`src/rtl/imm_gen_stage_if.sv`:
```
// Valid/ready bus between fetch and the immediate-generation stage.
// The slave view belongs to the stage; the master view belongs to the producer/consumer side.
interface imm_gen_stage_if #(
    parameter int unsigned XLEN  = 32,
    parameter int unsigned TAG_W = 32
) ();
    logic             in_valid;
    logic             in_ready;
    logic [31:0]      in_instr;
    logic [TAG_W-1:0] in_tag;
    logic             out_valid;
    logic             out_ready;
    logic [XLEN-1:0]  out_imm;
    logic [2:0]       out_fmt;
    logic [31:0]      out_instr;
    logic [TAG_W-1:0] out_tag;

    modport slave (
        input  in_valid, in_instr, in_tag, out_ready,
        output in_ready, out_valid, out_imm, out_fmt, out_instr, out_tag
    );

    modport master (
        output in_valid, in_instr, in_tag, out_ready,
        input  in_ready, out_valid, out_imm, out_fmt, out_instr, out_tag
    );
endinterface

```
`src/rtl/imm_gen_stage.sv`:
```
// Registered RISC-V immediate generator with format decode, tag passthrough,
// an output register plus one skid entry, and synchronous flush.
module imm_gen_stage #(
    parameter int unsigned XLEN  = 32,
    parameter int unsigned TAG_W = 32
) (
    input  logic             clk,
    input  logic             rst,
    input  logic             flush,
    imm_gen_stage_if.slave   bus
);
    localparam logic [2:0] FMT_R   = 3'd0;
    localparam logic [2:0] FMT_I   = 3'd1;
    localparam logic [2:0] FMT_S   = 3'd2;
    localparam logic [2:0] FMT_B   = 3'd3;
    localparam logic [2:0] FMT_U   = 3'd4;
    localparam logic [2:0] FMT_J   = 3'd5;
    localparam logic [2:0] FMT_ILL = 3'd7;

    typedef struct packed {
        logic [XLEN-1:0]  imm;
        logic [2:0]       fmt;
        logic [31:0]      instr;
        logic [TAG_W-1:0] tag;
    } entry_t;

    entry_t             or_q, or_d, sk_q, sk_d, dec_entry;
    logic               or_vld_q, or_vld_d, sk_vld_q, sk_vld_d;
    logic signed [31:0] dec_imm;
    logic [2:0]         dec_fmt;
    logic [31:0]        ins;
    logic               accept;

    assign ins = bus.in_instr;

    // Format decode; the 32-bit immediate is sign-extended to XLEN afterwards.
    always_comb begin
        dec_fmt = FMT_ILL;
        dec_imm = '0;
        case (ins[6:0])
            7'b0000011, 7'b0010011, 7'b1100111, 7'b0001111, 7'b1110011: begin
                dec_fmt = FMT_I;
                dec_imm = {{20{ins[31]}}, ins[31:20]};
            end
            7'b0011011: begin
                if (XLEN == 64) begin
                    dec_fmt = FMT_I;
                    dec_imm = {{20{ins[31]}}, ins[31:20]};
                end
            end
            7'b0100011: begin
                dec_fmt = FMT_S;
                dec_imm = {{20{ins[31]}}, ins[31:25], ins[11:7]};
            end
            7'b1100011: begin
                dec_fmt = FMT_B;
                dec_imm = {{19{ins[31]}}, ins[31], ins[7], ins[30:25], ins[11:8], 1'b0};
            end
            7'b0110111, 7'b0010111: begin
                dec_fmt = FMT_U;
                dec_imm = {ins[31:12], 12'b0};
            end
            7'b1101111: begin
                dec_fmt = FMT_J;
                dec_imm = {{11{ins[31]}}, ins[31], ins[19:12], ins[20], ins[30:21], 1'b0};
            end
            7'b0110011: dec_fmt = FMT_R;
            7'b0111011: begin
                if (XLEN == 64) dec_fmt = FMT_R;
            end
            default: ;
        endcase
    end

    always_comb begin
        dec_entry.imm   = XLEN'(dec_imm);
        dec_entry.fmt   = dec_fmt;
        dec_entry.instr = ins;
        dec_entry.tag   = bus.in_tag;
    end

    // in_ready looks only at the skid flag, so it never depends on out_ready.
    assign bus.in_ready = !rst && !flush && !sk_vld_q;
    assign accept       = bus.in_valid && bus.in_ready;

    always_comb begin
        or_d     = or_q;
        sk_d     = sk_q;
        or_vld_d = or_vld_q;
        sk_vld_d = sk_vld_q;
        if (flush) begin
            or_vld_d = 1'b0;
            sk_vld_d = 1'b0;
        end else if (!or_vld_q || bus.out_ready) begin
            if (sk_vld_q) begin
                or_d     = sk_q;
                or_vld_d = 1'b1;
                sk_vld_d = accept;
                if (accept) sk_d = dec_entry;
            end else begin
                or_vld_d = accept;
                if (accept) or_d = dec_entry;
            end
        end else if (accept) begin
            sk_d     = dec_entry;
            sk_vld_d = 1'b1;
        end
    end

    always_ff @(posedge clk) begin
        if (rst) begin
            or_q     <= '0;
            sk_q     <= '0;
            or_vld_q <= 1'b0;
            sk_vld_q <= 1'b0;
        end else begin
            or_q     <= or_d;
            sk_q     <= sk_d;
            or_vld_q <= or_vld_d;
            sk_vld_q <= sk_vld_d;
        end
    end

    assign bus.out_valid = or_vld_q;
    assign bus.out_imm   = or_q.imm;
    assign bus.out_fmt   = or_q.fmt;
    assign bus.out_instr = or_q.instr;
    assign bus.out_tag   = or_q.tag;
endmodule

```
`src/flat_wrapper.sv`:
```
// flat-port wrapper written by rule: the top's interface ports become plain ports
module imm_gen_stage_flat 
#(
    parameter int unsigned XLEN  = 32,
    parameter int unsigned TAG_W = 32
)
  (clk, rst, flush, bus_in_valid, bus_in_instr, bus_in_tag, bus_out_ready, bus_in_ready, bus_out_valid, bus_out_imm, bus_out_fmt, bus_out_instr, bus_out_tag);
  imm_gen_stage_if #(.XLEN(XLEN), .TAG_W(TAG_W)) bus_i ();
  input  logic clk;
  input  logic rst;
  input  logic flush;
  input wire logic [$bits(bus_i.in_valid)-1:0] bus_in_valid;
  input wire logic [$bits(bus_i.in_instr)-1:0] bus_in_instr;
  input wire logic [$bits(bus_i.in_tag)-1:0] bus_in_tag;
  input wire logic [$bits(bus_i.out_ready)-1:0] bus_out_ready;
  output wire logic [$bits(bus_i.in_ready)-1:0] bus_in_ready;
  output wire logic [$bits(bus_i.out_valid)-1:0] bus_out_valid;
  output wire logic [$bits(bus_i.out_imm)-1:0] bus_out_imm;
  output wire logic [$bits(bus_i.out_fmt)-1:0] bus_out_fmt;
  output wire logic [$bits(bus_i.out_instr)-1:0] bus_out_instr;
  output wire logic [$bits(bus_i.out_tag)-1:0] bus_out_tag;
  assign bus_i.in_valid = bus_in_valid;
  assign bus_i.in_instr = bus_in_instr;
  assign bus_i.in_tag = bus_in_tag;
  assign bus_i.out_ready = bus_out_ready;
  assign bus_in_ready = bus_i.in_ready;
  assign bus_out_valid = bus_i.out_valid;
  assign bus_out_imm = bus_i.out_imm;
  assign bus_out_fmt = bus_i.out_fmt;
  assign bus_out_instr = bus_i.out_instr;
  assign bus_out_tag = bus_i.out_tag;
  imm_gen_stage #(.XLEN(XLEN), .TAG_W(TAG_W)) u_core (.clk(clk), .rst(rst), .flush(flush), .bus(bus_i));
endmodule
```
`config.mk`:
```
export PLATFORM = sky130hd
export DESIGN_NAME = imm_gen_stage_flat
export DESIGN_NICKNAME = d
export VERILOG_FILES = /design/src/rtl/imm_gen_stage_if.sv /design/src/rtl/imm_gen_stage.sv /design/src/flat_wrapper.sv
export SDC_FILE = /design/constraint.sdc
export NUM_CORES = 1
export LEC_CHECK = 0
export ABC_AREA = 1
export BUFFER_PORTS_ARGS = -buffer_cell sky130_fd_sc_hd__clkbuf_2
export CAP_MARGIN = 20
export CORE_ASPECT_RATIO = 0.8
export CORE_MARGIN = 8
export CORE_UTILIZATION = 40
export DETAILED_ROUTE_END_ITERATION = 12
export PLACE_DENSITY = 0.67
export SLEW_MARGIN = 25
export SYNTH_ARGS = -nofsm -noshare
export SYNTH_HDL_FRONTEND = slang
export SYNTH_SLANG_ARGS = --single-unit
```
`constraint.sdc`:
```
create_clock -name clk -period 2 [get_ports clk]
set_clock_uncertainty 0.15 [all_clocks]
set_input_delay 0 -clock clk [delete_from_list [all_inputs] [get_ports clk]]
set_output_delay 0 -clock clk [all_outputs]
set_load 0.05 [all_outputs]
```
# Yosys cells after proc, flatten, opt, wreduce, memory -nomap -nowiden
# Index checks and enable logic that the tools add are counted.
[word_totals]
ff_bits = 200
inputBits = 69
[classes]
n_reduce_logical = 15
n_eq_ne = 12
bitwise = 1
n_mux = 11
[ops]
columns = ["cell", "count"]
rows = [
  ["$mux W99", 5],
  ["$pmux W32 S5", 1],
  ["$eq A7 B7 Y1 const B", 4],
  ["$eq A7 B6 Y1 const B", 3],
  ["$pmux W3 S6", 1],
  ["$eq A7 B5 Y1 const B", 2],
  ["$eq A7 B2 Y1 const B", 1],
  ["$eq A7 B4 Y1 const B", 1],
  ["$reduce_or A5 Y1", 1],
  ["$logic_not A1 Y1", 4],
  ["$mux W1", 4],
  ["$reduce_bool A2 Y1", 2],
  ["$reduce_or A2 Y1", 2],
  ["$logic_and A1 B1 Y1", 3],
  ["$reduce_and A3 Y1", 1],
  ["$ne A2 B1 Y1 const B", 1],
  ["$reduce_and A2 Y1", 1],
  ["$logic_or A1 B1 Y1", 1],
  ["$not A1 Y1", 1],
]

# Logic depth before layout (Yosys ltp)
# Gate-level depths: netlist of the first run.
[logic_depth]
word_depth = 7
depth_mapped = 12
depth_no_buf = 11

# Worst setup path after synthesis of the first run
# Ideal clock, no wire load.
[synth_path]
path_type = "flip-flop to flip-flop"
from = "register u_core.or_vld_q (netlist: u_core.bus.out_valid)"
to = "register u_core.sk_q[64] (netlist name)"
period_less_slack_ns = 1.791
arrival_time_ns = 1.526
t_required_ns = 1.734
setup_time_ns = 0.116
setup_slack_ns = 0.209
stages_incl_launch_ff = 10
path_cell_list = "dfxtp_1 inv_1 nor2_1 inv_1 nor2_4 inv_2 buf_2 buf_2 nor2_1 nor2_1"
[synth_between]
elab_chain_cells = 4
word_cells_on_any_way = 5
classes_between = "eq/ne (1); mux (1); reduce/logical (3)"
[synth_lines]
columns = ["element", "line_no", "rtl"]
rows = [
  ["from (decl)", "imm_gen_stage.sv:28", "logic or_vld_q, or_vld_d, sk_vld_q, sk_vld_d;"],
  ["from (signal assigned)", "imm_gen_stage.sv:119", "or_vld_q <= or_vld_d;"],
  ["$logic_not A1 Y1 (*)", "imm_gen_stage.sv:94", "end else if (!or_vld_q || bus.out_ready) begin"],
  ["$logic_or A1 B1 Y1 (*)", "imm_gen_stage.sv:94", ""],
  ["$ne A2 B1 Y1 (no source line)", "-", ""],
  ["$reduce_and A2 Y1 (no source line)", "-", ""],
  ["to (signal assigned)", "imm_gen_stage.sv:118", "sk_q <= sk_d;"],
  ["to (decl)", "imm_gen_stage.sv:27", "entry_t or_q, or_d, sk_q, sk_d, dec_entry;"],
]
# Every way passes the cells marked *; elsewhere a longest branch is shown, timed or not.
# A chain may end at the register's enable or synchronous reset.

# Worst setup path in the final report of the first run
[layout_path]
from = "input bus_in_instr[4]"
to = "register u_core.sk_q[86] (netlist name)"
[layout_between]
elab_chain_cells = 6
word_cells_on_any_way = 16
classes_between = "eq/ne (10); mux (4); reduce/logical (2)"
[layout_lines]
columns = ["element", "line_no", "rtl"]
rows = [
  ["from (decl)", "flat_wrapper.sv:13", "input wire logic [$bits(bus_i.in_instr)-1:0] bus_in_instr;"],
  ["$eq A7 B2 Y1 (tied with other cells)", "imm_gen_stage.sv:40", "case (ins[6:0])"],
  ["$reduce_or A5 Y1 or $reduce_or A2 Y1 (tied branches)", "imm_gen_stage.sv:40", ""],
  ["$pmux W32 S5 (*)", "imm_gen_stage.sv:40", ""],
  ["$mux W99 (*)", "imm_gen_stage.sv:99, imm_gen_stage.sv:104", ""],
  ["$mux W99", "imm_gen_stage.sv:95", "if (sk_vld_q) begin"],
  ["$mux W99 (*)", "imm_gen_stage.sv:94", ""],
]
# Every way passes the cells marked *; elsewhere a longest branch is shown, timed or not. The select of a mux whose other input is x is not followed.

==> results.json, run 1 <==
{
  "outcome": "complete, no violations",
  "min_path_type": "in -> reg",
  "arrival_ps": 1990,
  "period_needed_ps": 1820,
  "crit_type": "in -> reg",
  "p_leak_nw": 4.99,
  "synthTopCellsByArea": "dfxtp_1 (48%), o21ai_0 (12%), nand2_1 (10%)",
  "nets": 1409,
  "clkSinkCount": 200,
  "initial_core_util": 0.403,
  "clkSlewWorstSetupHoldPaths_ps": 70,
  "layout-drive-gt1-share": 0.167,
  "cp-end-kind": "flip-flop",
  "ys_warn_count": 0,
  "crit_path_frequent_cell": "nand2_1",
  "syn-num-nets": 1228,
  "rsz0062_at_grt": "false",
  "vias": 8290,
  "max_stage_delay_ps": 530,
  "worst_pin_slew_ps": 527,
  "yosysTopAreaCellShare": 0.484,
  "ys_ff_latch": 200,
  "yosysTopAreaCell": "dfxtp_1",
  "slew_headroom": 0.649,
  "drtIter0Drc": 652,
  "path_max_fanout": 20,
  "drv_slew": 0,
  "cts_max_path_buffers": 2,
  "crit_path_start_kind": "input pin",
  "fin_util": 0.513,
  "hold_violations": 0,
  "grtUsageTotal": 0.193,
  "n_fill_cell": 1988,
  "drt_wl_total_um": 24900,
  "fp.dieW_um": 177,
  "dieArea_um2": 25600,
  "worstPathRequired_ps": 2170,
  "syn-cell-area_um2": 8280,
  "place_hpwl_um": 15100,
  "post_cts_buffers": 0,
  "grt_pass1_vias": 7831,
  "avgSynthCellArea_um2": 7.14,
  "rows": 47,
  "via_per_inst": 5.11,
  "finalSetupTns_ps": 0,
  "period_share": 0.908,
  "drc": 0,
  "fp.coreArea_um2": 20500,
  "h-tree-depth": 4,
  "cap_violations": 0,
  "vdd_drop_max_uv": 505,
  "grt_max_degree": 101,
  "seq_area_frac_synth": 0.484,
  "antenna_found_initial": 0,
  "crit_path_top_delay_cell": "dlygate4sd3_1",
  "cts_root_buf": "clkbuf_16",
  "dr.pass1.iters": 5,
  "drt-wirelength-per-cell_um": 15.4,
  "die_h_um": 145,
  "p_per_area_nw_per_um2": 800,
  "max_freq_ghz": 0.551,
  "ant_nets": 0,
  "clk_latency_ps": 430,
  "routabilityCongestion": 0.816,
  "syn_inst": 1159,
  "grt.overflow.total": 0,
  "cts_tree": "built",
  "grt_first_pass_wirelength_um": 40500,
  "setup_violations": 0,
  "boundaryPins": 170,
  "syn_to_final_growth_pct": 27.1,
  "io_buffers": 169,
  "cts_buffers": 17,
  "synth_cell_types": 21,
  "antenna_cells": 0,
  "path_cells": "dlygate4sd3_1 -> clkbuf_2 -> inv_1 -> nand2_1 -> nor2_1 -> nand2_1 -> nand3_1 -> nand2_1 -> buf_4 -> nand3_1 -> o21ai_0 -> inv_1"
}
==> worst paths after layout <==
path	startpoint	end	slack (ps)	cells past startpoint
max	bus_in_instr[4]	u_core.sk_q[86]	180	12
min reg2reg	u_core.sk_q[63]	u_core.bus.out_instr[31]	310	2
min	bus_in_tag[15]	u_core.sk_q[15]	210	4
max reg2reg	u_core.sk_vld_q	u_core.bus.out_imm[8]	230	8
==> per-stage QoR <==
stage	hold WS, ps	std cells	setup WS [ps]	cell area (µm²)	total power [mW]
after detailed placement	101	1522	245	9250	4.92
after global placement	92.7	1522	288	9250	4.92
after floorplan	-15.1	1159	209	8280	4.66
after global routing	223	1622	30.3	10500	8.74
after CTS	181	1622	170	10500	8.50
final	208	1622	184	10500	8.42
==> report_power, final <==
part           leakage, nW  switching (mW)  internal (mW)  total (mW)
combinational         3.09           0.570          0.273       0.844
clock                0.277            1.58           1.90        3.48
sequential            1.62          0.0403           4.05        4.09
total                 4.99            2.19           6.23        8.42
==> what timing repair did <==
item                       in CTS  in global routing
hold buffers                   68                  0
hold endpoints to repair      194                  0
gates resized for setup         0                  1
setup endpoints to repair       0                  6
==> critical path, delay by kind of cell <==
family | cells | cell delay (ps)
AOI/OAI and AO/OA | 1 | 180
and+or+nand+nor | 6 | 700
buffers and inverters | 5 | 1120
==> cell usage after synthesis <==
| cell | n |
|---|---|
| a31oi_1 | 64 |
| inv_2 | 2 |
| buf_6 | 4 |
| a21oi_1 | 75 |
| inv_1 | 53 |
| nand2_1 | 224 |
| nand2_2 | 1 |
| o21ai_0 | 193 |
| nor2_1 | 199 |
| buf_1 | 3 |
| dfxtp_1 | 200 |
| nand3_1 | 47 |
| buf_2 | 36 |
| clkbuf_1 | 45 |
| nor2_4 | 2 |
| and3_1 | 1 |
| buf_4 | 4 |
| o211ai_1 | 1 |
| nor2_2 | 2 |
| nor3_1 | 2 |
| clkinv_1 | 1 |
==> registers in the layout, indices dropped and copies added, names as in the netlist <==
name and cells:
u_core.bus.out_fmt 3, u_core.sk_vld_q 1, u_core.bus.out_valid 1, u_core.bus.out_instr 32, u_core.bus.out_tag 32, u_core.bus.out_imm 32, u_core.sk_q 99
==> layer usage <==
metal | wire length [µm] | GRT usage
met5 | 0 | 0
met4 | 361 | 0.0556
met3 | 1660 | 0.0477
met2 | 10800 | 0.298
met1 | 12100 | 0.263
==> logic make-up after synthesis <==
logic type / after synthesis / synth area share
AND/OR/NAND/NOR: 478 / 0.227
flip-flops: 200 / 0.484
buffers and inverters: 148 / 0.0780
AO/OA/AOI/OAI: 333 / 0.211
==> final cells by class <==
type,count,area (µm²),area share
Multi-Input combinational cell,811,3630,0.345
Timing Repair Buffer,254,1740,0.166
Inverter,56,214,0.0203
Clock inverter,12,140,0.0133
Clock buffer,20,447,0.0425
Sequential cell,200,4010,0.381
Tap cell,269,337,0.0320
==> cells in the final DEF, fill, tap and decap left out, types with 3 or more instances in the layout <==
cell type      Yosys  routed
nand2_1          224     223
nor2_1           199     199
dfxtp_1          200     199
o21ai_0          193     193
clkbuf_2           0     169
a21oi_1           75      75
dlygate4sd3_1      0      68
a31oi_1           64      64
inv_1             53      52
nand3_1           47      47
clkbuf_16          0      17
buf_4              4      10
buf_12             0       7
clkinvlp_4         0       4
clkinv_2           0       3
(Power assumes the default switching activity.)
==> run 2: changes to the inputs <==
--- a/config.mk
+++ b/config.mk
@@ -8,11 +8,13 @@
 export ABC_AREA = 1
 export BUFFER_PORTS_ARGS = -buffer_cell sky130_fd_sc_hd__clkbuf_2
 export CAP_MARGIN = 20
+export CELL_PAD_IN_SITES_DETAIL_PLACEMENT = 1
+export CELL_PAD_IN_SITES_GLOBAL_PLACEMENT = 2
 export CORE_ASPECT_RATIO = 0.8
 export CORE_MARGIN = 8
-export CORE_UTILIZATION = 40
+export CORE_UTILIZATION = 30
 export DETAILED_ROUTE_END_ITERATION = 12
-export PLACE_DENSITY = 0.67
+export PLACE_DENSITY = 0.85
 export SLEW_MARGIN = 25
 export SYNTH_ARGS = -nofsm -noshare
 export SYNTH_HDL_FRONTEND = slang
==> run 2 against run 1 <==
Largest cell class unchanged. Worst setup slack got worse by 100 ps. Cell area increased by 2.0%. Sequential share of layout area decreased by 0.75 points. Register-to-register slack got worse by 20 ps. Power increased by 0.97%. First-iteration DRC count decreased by 34%. Critical path depth decreased by 9. Largest power group unchanged. Sequential power about the same. Core utilization decreased by 12 points. Combinational power increased by 2.7%. Count of clock-buffer cells in the layout decreased by 3.
==> results.json, run 2 (synthesis gave the netlist of run 1 again) <==
{
  "cap_violations": 0,
  "post_cts_buffers": 0,
  "clkSlewWorstSetupHoldPaths_ps": 80,
  "cts_tree": "built",
  "antenna_cells": 0,
  "min_to": "u_core.sk_q[28]",
  "max_freq_ghz": 0.521,
  "clkSinkCount": 200,
  "drv_slew": 0,
  "rows": 54,
  "reg2reg_to": "u_core.sk_q[97]",
  "arrival_ps": 1770,
  "final_cell_mix": "nand2_1 (223), nor2_1 (199), dfxtp_1 (199)",
  "slew_headroom": 0.575,
  "wl_met2_um": 13600,
  "grt_pass1_vias": 8728,
  "place_hpwl_um": 18300,
  "layout-drive-gt1-share": 0.172,
  "drt-wirelength-per-cell_um": 17.2,
  "nets": 1413,
  "whs_ps": 188,
  "via_per_inst": 4.94,
  "cp-end-kind": "output port",
  "n_fill_cell": 3397,
  "multiInputGateArea_um2": 3640,
  "dr.pass1.iters": 4,
  "ff_latch_area_um2": 4010,
  "dpl_cell_area_um2": 9450,
  "layout_commonest_cell": "nand2_1",
  "boundaryPins": 170,
  "vdd_drop_max_uv": 565,
  "wl_met3_um": 1130,
  "routabilityCongestion": 0.749,
  "rrSetupSlack_ps": 210,
  "cts_buffers": 17,
  "dieArea_um2": 33200,
  "cts_root_buf": "clkbuf_16",
  "fp.coreArea_um2": 27200,
  "wl_met1_um": 14500,
  "h-tree-depth": 4,
  "r2r_start": "u_core.sk_vld_q",
  "crit_path_start_kind": "flip-flop",
  "cts_max_path_buffers": 2,
  "holdPathStages": 4,
  "fin_area_um2": 10700,
  "grt.overflow.total": 0,
  "syn_to_final_growth_pct": 29.6,
  "crit_type": "reg -> out",
  "die_h_um": 165,
  "drt_wl_total_um": 29600,
  "p_leak_nw": 5.04,
  "grt_first_pass_wirelength_um": 48200,
  "p_per_area_nw_per_um2": 792,
  "hp-start": "bus_in_tag[28]",
  "initial_core_util": 0.304,
  "ant_nets": 0,
  "outcome": "complete, no violations",
  "worst_pin_slew_ps": 638,
  "placed_cells": 1621,
  "dr.max_layer_used": "met4",
  "worstPathRequired_ps": 1850,
  "period_share": 0.960,
  "io_buffers": 169,
  "finalSetupTns_ps": 0,
  "fp.dieW_um": 202,
  "largest_register_ffs": 99,
  "vias": 8506,
  "setup_violations": 0,
  "path_max_fanout": 100,
  "grtUsageTotal": 0.179,
  "antenna_found_initial": 0,
  "grt_max_degree": 101,
  "rsz0062_at_grt": "false",
  "period_needed_ps": 1920,
  "finalNonFillerCells": 1721,
  "drtIter0Drc": 428,
  "regMostFlops": "u_core.sk_q",
  "reg2reg_depth": 8,
  "clk_latency_ps": 440,
  "min_path_type": "in -> reg",
  "hold_violations": 0,
  "drc": 0
}
[run 2: cell count changes in the layout (fill, tap and decap cells not counted), moves of 2 or more]
cell | previous run | this run
inv_6 | 2 | 5
clkbuf_1 | 2 | 0
clkinv_4 | 0 | 2
buf_12 | 7 | 11
clkinv_2 | 3 | 1
[run 2: critical path, stage by stage (launching register included)]
cell,delay [ps]
dfxtp_4,380
buf_12,360
nor2_1,130
clkbuf_2,270
[run 2: area by class of cell]
class | count | share of cell area
Tap cell | 364 | 0.0424
Timing Repair Buffer | 258 | 0.170
Inverter | 56 | 0.0199
Clock buffer | 17 | 0.0397
Clock inverter | 15 | 0.0153
Sequential cell | 200 | 0.374
Multi-Input combinational cell | 811 | 0.339
[run 2: timing repair]
action,in CTS,in global routing
hold buffers,68,0
endpoints found under the setup margin,0,39
endpoints found under the hold margin,197,0
gates resized for setup,0,3
[run 2: how the worst max path moves through the flow]
stage	from	endpoint	depth (start not counted)
final	u_core.sk_vld_q	bus_in_ready	3
after global routing	bus_in_instr[0]	u_core.bus.out_imm[17]	9
after CTS	bus_in_instr[4]	u_core.bus.out_imm[25]	11
after detailed placement	bus_in_instr[4]	u_core.sk_q[93]	11
after global placement	bus_in_instr[0]	u_core.bus.out_imm[29]	9
after floorplan	u_core.bus.out_valid	u_core.sk_q[64]	9
[run 2: per-stage QoR]
stage	util	worst slack (ps)	power, mW
final	0.394	80.8	8.50
after global routing	0.394	1.89	8.84
after detailed placement	0.347	189	4.95
after global placement	0.347	221	4.94
after CTS	0.394	115	8.61
after floorplan	-	209	4.66
[run 2: routing by layer]
metal | track usage | vias to the layer above
li1 | - | 4192
met1 | 0.239 | 4145
met2 | 0.292 | 148
met3 | 0.0380 | 21
met4 | 0.0424 | 0
met5 | 0 | -
[run 2: power breakdown]
part	switching [mW]	leakage [nW]	internal, mW	total (mW)
registers	0.0418	1.62	4.05	4.09
clock network	1.76	0.280	1.78	3.54
logic	0.586	3.14	0.281	0.867
